==> src/rtl/gate_exerciser.sv <==
// gate_exerciser: exhaustive 16-vector tester for a 4-input complex CMOS gate
// whose expected function is f = ~((a & b) | (a & c) | (b & d)).
//
// Parameters:
//   SETTLE_CYC - idle cycles between driving a vector and sampling (1..15)
// Ports:
//   clk       - clock, rising edge
//   rst_n     - asynchronous active-low reset
//   start     - begin a run (accepted in IDLE or DONE only)
//   dut_f     - output of the gate under test
//   a,b,c,d   - registered stimulus, {a,b,c,d} = vector, a is MSB
//   busy      - run in progress
//   done      - run finished, held until next accepted start or reset
//   pass      - 1 when done and no mismatches were seen
//   err_count - mismatching vectors, saturates at 16
//   fail_vec  - first mismatching vector, 0 if none
// Optional feature:
//   GATE_EXERCISER_STOP_ON_FAIL_EN - end the run at the first mismatch
module gate_exerciser #(
    parameter int SETTLE_CYC = 2
) (
    input  logic       clk,
    input  logic       rst_n,
    input  logic       start,
    input  logic       dut_f,
    output logic       a,
    output logic       b,
    output logic       c,
    output logic       d,
    output logic       busy,
    output logic       done,
    output logic       pass,
    output logic [4:0] err_count,
    output logic [3:0] fail_vec
);

    typedef enum logic [2:0] {
        IDLE,
        DRIVE,
        SETTLE,
        SAMPLE,
        DONE
    } state_t;

    localparam logic [3:0] SETTLE_LOAD = 4'(SETTLE_CYC);
    localparam logic [4:0] ERR_MAX     = 5'd16;
    localparam logic [3:0] VEC_LAST    = 4'd15;

    state_t     state;
    logic [3:0] vec;
    logic [3:0] settle_cnt;

    logic       expected;
    logic       mismatch;
    logic [4:0] err_next;

    // Expected response is derived from the registered stimulus, which
    // equals vec throughout SETTLE and SAMPLE.
    always_comb begin
        expected = ~((a & b) | (a & c) | (b & d));
        // Case inequality so that an X or Z on dut_f counts as a mismatch.
        mismatch = (dut_f !== expected);
        err_next = err_count;
        if (mismatch && (err_count != ERR_MAX)) begin
            err_next = err_count + 5'd1;
        end
    end

    always_ff @(posedge clk or negedge rst_n) begin
        if (!rst_n) begin
            state      <= IDLE;
            vec        <= 4'd0;
            settle_cnt <= 4'd0;
            a          <= 1'b0;
            b          <= 1'b0;
            c          <= 1'b0;
            d          <= 1'b0;
            busy       <= 1'b0;
            done       <= 1'b0;
            pass       <= 1'b0;
            err_count  <= 5'd0;
            fail_vec   <= 4'd0;
        end else begin
            case (state)
                IDLE, DONE: begin
                    // Stimulus outputs keep the last vector until the
                    // next DRIVE overwrites them.
                    if (start) begin
                        state     <= DRIVE;
                        vec       <= 4'd0;
                        err_count <= 5'd0;
                        fail_vec  <= 4'd0;
                        done      <= 1'b0;
                        pass      <= 1'b0;
                        busy      <= 1'b1;
                    end
                end

                DRIVE: begin
                    {a, b, c, d} <= vec;
                    settle_cnt   <= SETTLE_LOAD;
                    state        <= SETTLE;
                end

                SETTLE: begin
                    // Counter is loaded with SETTLE_CYC; leaving when it
                    // reads 1 gives exactly SETTLE_CYC cycles here.
                    if (settle_cnt <= 4'd1) begin
                        settle_cnt <= 4'd0;
                        state      <= SAMPLE;
                    end else begin
                        settle_cnt <= settle_cnt - 4'd1;
                    end
                end

                SAMPLE: begin
                    err_count <= err_next;
                    if (mismatch && (err_count == 5'd0)) begin
                        fail_vec <= vec;
                    end
`ifdef GATE_EXERCISER_STOP_ON_FAIL_EN
                    if (mismatch || (vec == VEC_LAST)) begin
`else
                    if (vec == VEC_LAST) begin
`endif
                        state <= DONE;
                        busy  <= 1'b0;
                        done  <= 1'b1;
                        pass  <= (err_next == 5'd0);
                    end else begin
                        vec   <= vec + 4'd1;
                        state <= DRIVE;
                    end
                end

                default: begin
                    state <= IDLE;
                    busy  <= 1'b0;
                    done  <= 1'b0;
                    pass  <= 1'b0;
                end
            endcase
        end
    end

endmodule

==> config.mk <==
export PLATFORM = sky130hd
export DESIGN_NAME = gate_exerciser
export DESIGN_NICKNAME = d
export VERILOG_FILES = /design/src/rtl/gate_exerciser.sv
export SDC_FILE = /design/constraint.sdc
export NUM_CORES = 1
export LEC_CHECK = 0
export CORE_MARGIN = 4
export CORE_UTILIZATION = 54
export DETAILED_ROUTE_END_ITERATION = 12
export PLACE_DENSITY = 0.78
export SYNTH_ARGS = -nofsm -noshare
export SYNTH_HDL_FRONTEND = slang
export SYNTH_SLANG_ARGS = --single-unit
==> constraint.sdc <==
create_clock -name clk -period 2.3 [get_ports clk]
set_clock_uncertainty 0.2 [all_clocks]
set_input_delay 0.345 -clock clk [delete_from_list [all_inputs] [get_ports clk]]
set_output_delay 0.345 -clock clk [all_outputs]
set_load 0.02 [all_outputs]
==> out/metrics.csv, run 1 <==
stage,metric,value,unit
worst_setup_path,r2r-start,err_count[0]$_DFFE_PN0P_,
final_layout,drive_gt1_share,12.77,%
worst_setup_path,cpMaxStageDelayCell,clkdlybuf4s50_1,
global_route,grt_max_degree,28,
route,wl_per_cell,14.95,um
worst_setup_path,r2r-end,pass$_DFFE_PN0P_,
floorplan,die_w,61.15,um
sta,tns,0,ps
global_route,grt.overflow.total,0,
final_layout,nets,198,
route,first_pass_iters,4,
synth,ys_types,46,
route,vias,1305,
clocking,cts_tree,built,
sta,rsz0062_at_grt,no,
clocking,clk_pin_slew,160,ps
power,power_frac_seq,39.6,%
final_layout,final_common_cell,dfrtp_1,
placement,post-place-ws,-11.39,ps
clocking,htree_levels,1,
route,drtIter0Drc,68,
clocking,cts_setup_buffers,0,
sta,max_freq,467.3,MHz
synth,ys.flop_type,dfrtp_1,
synth,ys_warn_count,0,
worst_setup_path,cp.required,1750,ps
clocking,clkSinkCount,27,
route,routed_wl,3274,um
floorplan,core,2734,sq um
global_route,grt_pass1_vias,1262,
worst_setup_path,critPathLaunchType,register,
placement,placed_cell_area,1773,sq um
route,ant_nets,0,
worst_setup_path,critPathMaxStageDelay,670,ps
sta,finalSetupViolCount,0,
global_route,grtUsageTotal,19.83,%
floorplan,initial_utilization,55.79,%
sta,slew_viol_final,0,
sta,layout_setup_ws,160.0,ps
clocking,post_cts_resized,0,
min_path,hold_path_class,in -> async,
worst_setup_path,cp_num_buf_inv,1,
route,vias_per_cell,5.959,
placement,numPortBuffers,19,
sta,finalCritPeriodShare,93.04,%
sta,period_needed,2140,ps
final_layout,post-route-util,65.95,%
power,leakage,0.7989,nW
worst_setup_path,cp_top_family,buffers and inverters,
run,drv_cap,0,
synth,ys_seq_area_share,44.30,%
sta,max_slew_margin,64.59,%
final_layout,area_delta_synth_final,18.21,%
power,switching_share,44.08,%
synth,syn-instance-count,164,
synth,synth-edff-count,0,
power,switching_power,889.3,uW
worst_setup_path,r2r_slack,250,ps
worst_setup_path,ff2ff_path_depth,7,
power,finalPower,2.017,mW
clocking,worstSkewPairLatency,340,ps
power,p_int,1.128,mW
worst_setup_path,critical_path.max_fanout,11,
clocking,postCtsHoldBufs,0,
synth,syn_avg_cell_area,9.300,sq um
worst_setup_path,cp.arrival,1590,ps
floorplan,pin_count,20,
floorplan,rows,19,
floorplan,die_area,3739,sq um
sta,worst_pin_slew,527.1,ps
synth,synth-seq-cells,27,
power,pwr-share-clk,10.9,%
clocking,numCtsBuffers,3,
power,ir_drop,0.8860,mV
synth,syn_nets,173,
worst_setup_path,path_cells,clkdlybuf4s50_1,
clocking,clockBufferDepth,2,
final_layout,layout_common_cells,"dfrtp_1, clkdlybuf4s50_1, nor2_1, o21ai_0, nand2_1",
final_layout,diodes,0,
synth,synthArstFlopShare,100.0,%
clocking,root_buffer,clkbuf_4,
global_route,grt_pass1_wl,5589,um
synth,netlist_area,1525,sq um
sta,hold_viol_final,0,
final_layout,stdcell_area,1803,sq um
status,status,finished clean,
worst_setup_path,crit_type,reg -> out,
final_layout,fillCellCount,233,
global_route,antenna_found_initial,0,
placement,place_hpwl,2388,um
power,power_density,1119,nW/um^2
placement,gp_routability_congestion,0.9632,
power,comb_power_share,49.5,%
route,drcViolationCount,0,
worst_setup_path,endpoint_kind,output pin,
floorplan,die_y,61.15,um
## layout make-up
type                            instances  area, sq um  area share (%)
Tap cell                               31        38.79           2.151
Clock inverter                          1        7.507          0.4164
Inverter                               12        45.04           2.498
Multi-Input combinational cell        119        770.7           42.75
Timing Repair Buffer                   26        242.7           13.46
Clock buffer                            3        22.52           1.249
Sequential cell                        27        675.6           37.47
## power by group through the flow
stage / logic [mW] / clock network, mW / registers [mW]
floorplan: 0.653 / 0 / 0.802
global placement: 0.961 / 0 / 0.795
detailed placement: 1.00 / 0 / 0.805
CTS: 1.01 / 0.221 / 0.796
global route: 1.11 / 0.248 / 0.830
finish: 0.999 / 0.219 / 0.799
## stage by stage
step	hold slack (ps)	cells
floorplan	-150.6	164
global placement	296.5	215
detailed placement	303.6	215
CTS	178.2	219
global route	176.8	219
finish	154.5	219
## per-layer routing
metal | share of wire [%] | GRT usage [%] | vias to the layer above
met5 | 0 | 0 | -
met4 | 1.5 | 7.740 | 0
met3 | 5.5 | 2.725 | 5
met2 | 48 | 32.63 | 41
met1 | 45 | 26.39 | 620
li1 | - | - | 639
## cells by family (layout without fill, tap and decap cells)
group	after synthesis	in the layout	share of synthesized area, %
and+or+nand+nor	58	58	19.12
AOI/OAI and AO/OA	48	48	21.90
muxes	6	6	4.266
buffers and inverters	18	42	5.168
xor gates and xnor gates	2	2	1.149
adders and majority gates	5	5	4.102
DFF	27	27	44.30
## sequential cells by signal, indices dropped and copies added, names as in the netlist
signal,count
vec,4
done,1
b,1
state,3
a,1
fail_vec,4
err_count,5
c,1
pass,1
busy,1
settle_cnt,4
d,1
## synthesized netlist by cell type (all sizes together) (2+ instances only)
master	count	area [sq um]
o21ai	18	90.08
buf	4	26.27
nor2	15	56.30
a31o	2	26.28
a21oi	10	50.05
nand4	3	18.77
and2	2	15.02
mux2	4	45.04
and3	3	20.02
mux2i	2	20.02
nand2	14	55.06
a41oi	2	17.52
o22ai	2	12.51
nor3b	2	20.02
dfrtp	27	675.7
o31ai	3	22.52
nand3	8	40.04
ha	5	62.56
clkbuf	2	7.510
inv	12	45.04
nor3	6	30.03
## worst max-delay path by stage
stage / startpoint / end / slack [ps] / cells after the start
after floorplan: err_count[0]$_DFFE_PN0P_ / pass$_DFFE_PN0P_ / 370 / 8
after global placement: dut_f / err_count[4]$_DFFE_PN0P_ / 40 / 7
after detailed placement: dut_f / err_count[3]$_DFFE_PN0P_ / -10 / 7
after CTS: err_count[2]$_DFFE_PN0P_ / err_count[2] / 170 / 1
after global routing: err_count[2]$_DFFE_PN0P_ / err_count[2] / 90 / 1
final: err_count[2]$_DFFE_PN0P_ / err_count[2] / 160 / 1
No activity file was read; power rests on OpenSTA's default activity.
==> run 2, diff against run 1 <==
Settings changed: SLEW_MARGIN from default to 20.
==> results of run 2 <==
Same layout as run 1: the final DEF is identical, and so are final timing and power.
==> run 3, diff against run 2 <==
Settings changed: CTS_CLUSTER_SIZE from default to 24, PLACE_DENSITY 0.78 to default, PLACE_DENSITY_LB_ADDON from default to 0.2, RECOVER_POWER from default to 25.
==> out/metrics.csv, run 3 (synthesis results as in run 1) <==
stage,metric,value,unit,change
worst_setup_path,cp.required,1750,ps,about the same
worst_setup_path,critPathMaxStageDelay,670,ps,about the same
placement,gp_routability_congestion,0.8143,,-15%
sta,slew_viol_final,0,,unchanged
worst_setup_path,cpMaxStageDelayCell,clkdlybuf4s50_1,,
global_route,antenna_found_initial,0,,unchanged
sta,worst_pin_slew,1438,ps,+911.0 ps
placement,placed_cell_area,1765,sq um,-0.42%
run,drv_cap,0,,unchanged
placement,numPortBuffers,19,,unchanged
final_layout,post-route-util,65.45,%,-0.50 points
global_route,grt_max_degree,28,,unchanged
global_route,grt.overflow.total,0,,unchanged
route,first_pass_iters,4,,unchanged
floorplan,die_w,61.15,um,unchanged
sta,hold_viol_final,0,,unchanged
global_route,grt_pass1_vias,1227,,-2.8%
worst_setup_path,cp_top_family,buffers and inverters,,
sta,holdWs,342.2,ps,+187.7 ps
worst_setup_path,cp_num_buf_inv,1,,unchanged
sta,period_needed,2120,ps,-20.46 ps
power,leakage,0.7941,nW,-0.59%
floorplan,pin_count,20,,unchanged
sta,finalCritPeriodShare,92.15,%,-0.89 points
sta,tns,0,ps,unchanged
route,wl_per_cell,15.19,um,+1.6%
final_layout,nets,197,,-0.51%
clocking,cts_setup_buffers,0,,unchanged
final_layout,top_register,err_count,,
clocking,clkSinkCount,27,,unchanged
clocking,worstSkewPairLatency,330,ps,about the same
clocking,cts_tree,built,,
worst_setup_path,path_cells,clkdlybuf4s50_1,,
route,drtIter0Drc,56,,-18%
placement,post-place-ws,51.88,ps,+63.27 ps
power,ir_drop,0.7436,mV,-16%
global_route,use_met2,32.78,%,+0.15 points
final_layout,final_common_cell,dfrtp_1,,
power,finalPower,1.998,mW,-0.96%
clocking,root_buffer,clkbuf_4,,
route,vias,1318,,+1.0%
route,drcViolationCount,0,,unchanged
worst_setup_path,endpoint_kind,output pin,,
sta,finalSetupViolCount,0,,unchanged
floorplan,die_y,61.15,um,unchanged
placement,dp_cells,214,,-0.47%
min_path,hold_path_class,reg -> reg,,
final_layout,multi_input_area,770.7,sq um,unchanged
clocking,post_cts_resized,0,,unchanged
final_layout,drive_gt1_share,11.76,%,-1.0 points
global_route,grtUsageTotal,19.89,%,+0.061 points
power,power_density,1117,nW/um^2,-0.19%
clocking,clockBufferDepth,2,,unchanged
final_layout,seqCellArea,675.6,sq um,unchanged
sta,layout_setup_ws,180.5,ps,+20.46 ps
final_layout,layout_common_cells,"dfrtp_1, clkdlybuf4s50_1, nor2_1, o21ai_0, nand2_1",,
global_route,met1_usage,27.33,%,+0.95 points
worst_setup_path,critical_path.max_fanout,11,,unchanged
final_layout,diodes,0,,unchanged
global_route,grt_pass1_wl,5595,um,+0.11%
final_layout,area_delta_synth_final,17.31,%,
floorplan,core,2734,sq um,unchanged
final_layout,largest_reg_flops,5,,unchanged
final_layout,fillCellCount,227,,-2.6%
clocking,postCtsHoldBufs,0,,unchanged
route,routed_wl,3312,um,+1.2%
route,vias_per_cell,6.046,,+1.5%
sta,max_freq,471.8,MHz,+0.97%
worst_setup_path,critPathLaunchType,register,,
floorplan,initial_utilization,55.79,%,unchanged
worst_setup_path,cp.arrival,1570,ps,-20 ps
global_route,grt_use_met3,2.725,%,unchanged
route,ant_nets,0,,unchanged
worst_setup_path,crit_type,reg -> out,,
placement,place_hpwl,2403,um,+0.66%
final_layout,instances_no_fill,218,,-0.46%
sta,rsz0062_at_grt,no,,
clocking,numCtsBuffers,3,,unchanged
floorplan,rows,19,,unchanged
final_layout,stdcell_area,1789,sq um,-0.76%
sta,max_slew_margin,4.122,%,-60 points
floorplan,die_area,3739,sq um,unchanged
global_route,busiest_layer,met2,,
clocking,clk_pin_slew,160,ps,about the same
status,status,finished clean,,
clocking,htree_levels,1,,unchanged
## run 3: cell types whose count changed in the layout (fill, tap and decap cells not counted), sizes merged
cell	delta
dlygate4sd3	+1
clkbuf	+1
clkinv	+1
clkdlybuf4s50	-1
buf	-2
clkinvlp	-1
## run 3: path summary, 6_finish.rpt
check	from	endpoint	slack [ps]	cells past startpoint
worst max-delay path	err_count[2]$_DFFE_PN0P_	err_count[2]	180	1
worst min-delay path	fail_vec[0]$_DFFE_PN0P_	fail_vec[0]$_DFFE_PN0P_	340	2
worst max register to register	err_count[0]$_DFFE_PN0P_	pass$_DFFE_PN0P_	260	7
worst min register to register	fail_vec[0]$_DFFE_PN0P_	fail_vec[0]$_DFFE_PN0P_	340	2
max in group asynchronous	rst_n	settle_cnt[1]$_DFFE_PN0N_	400	2
min in group asynchronous	rst_n	err_count[4]$_DFFE_PN0P_	650	2
## run 3: final cells by class
type	instances	share of cell area, %
clock buffer	3	1.259
clock inverter	1	0.2797
inverter	12	2.517
multi-input combinational	119	43.08
sequential	27	37.76
tap	31	2.168
timing repair buffer	25	12.94
## run 3: where the power goes
part           internal, mW  switching (mW)  total (mW)
registers             0.604           0.197       0.801
logic                 0.446           0.539       0.986
clock network        0.0652           0.146       0.211
## run 3: layer usage
layer  up-vias  wire, um
met5         -         0
met4         0        36
met3         4       140
met2        39      1622
met1       634      1512
li1        641         -
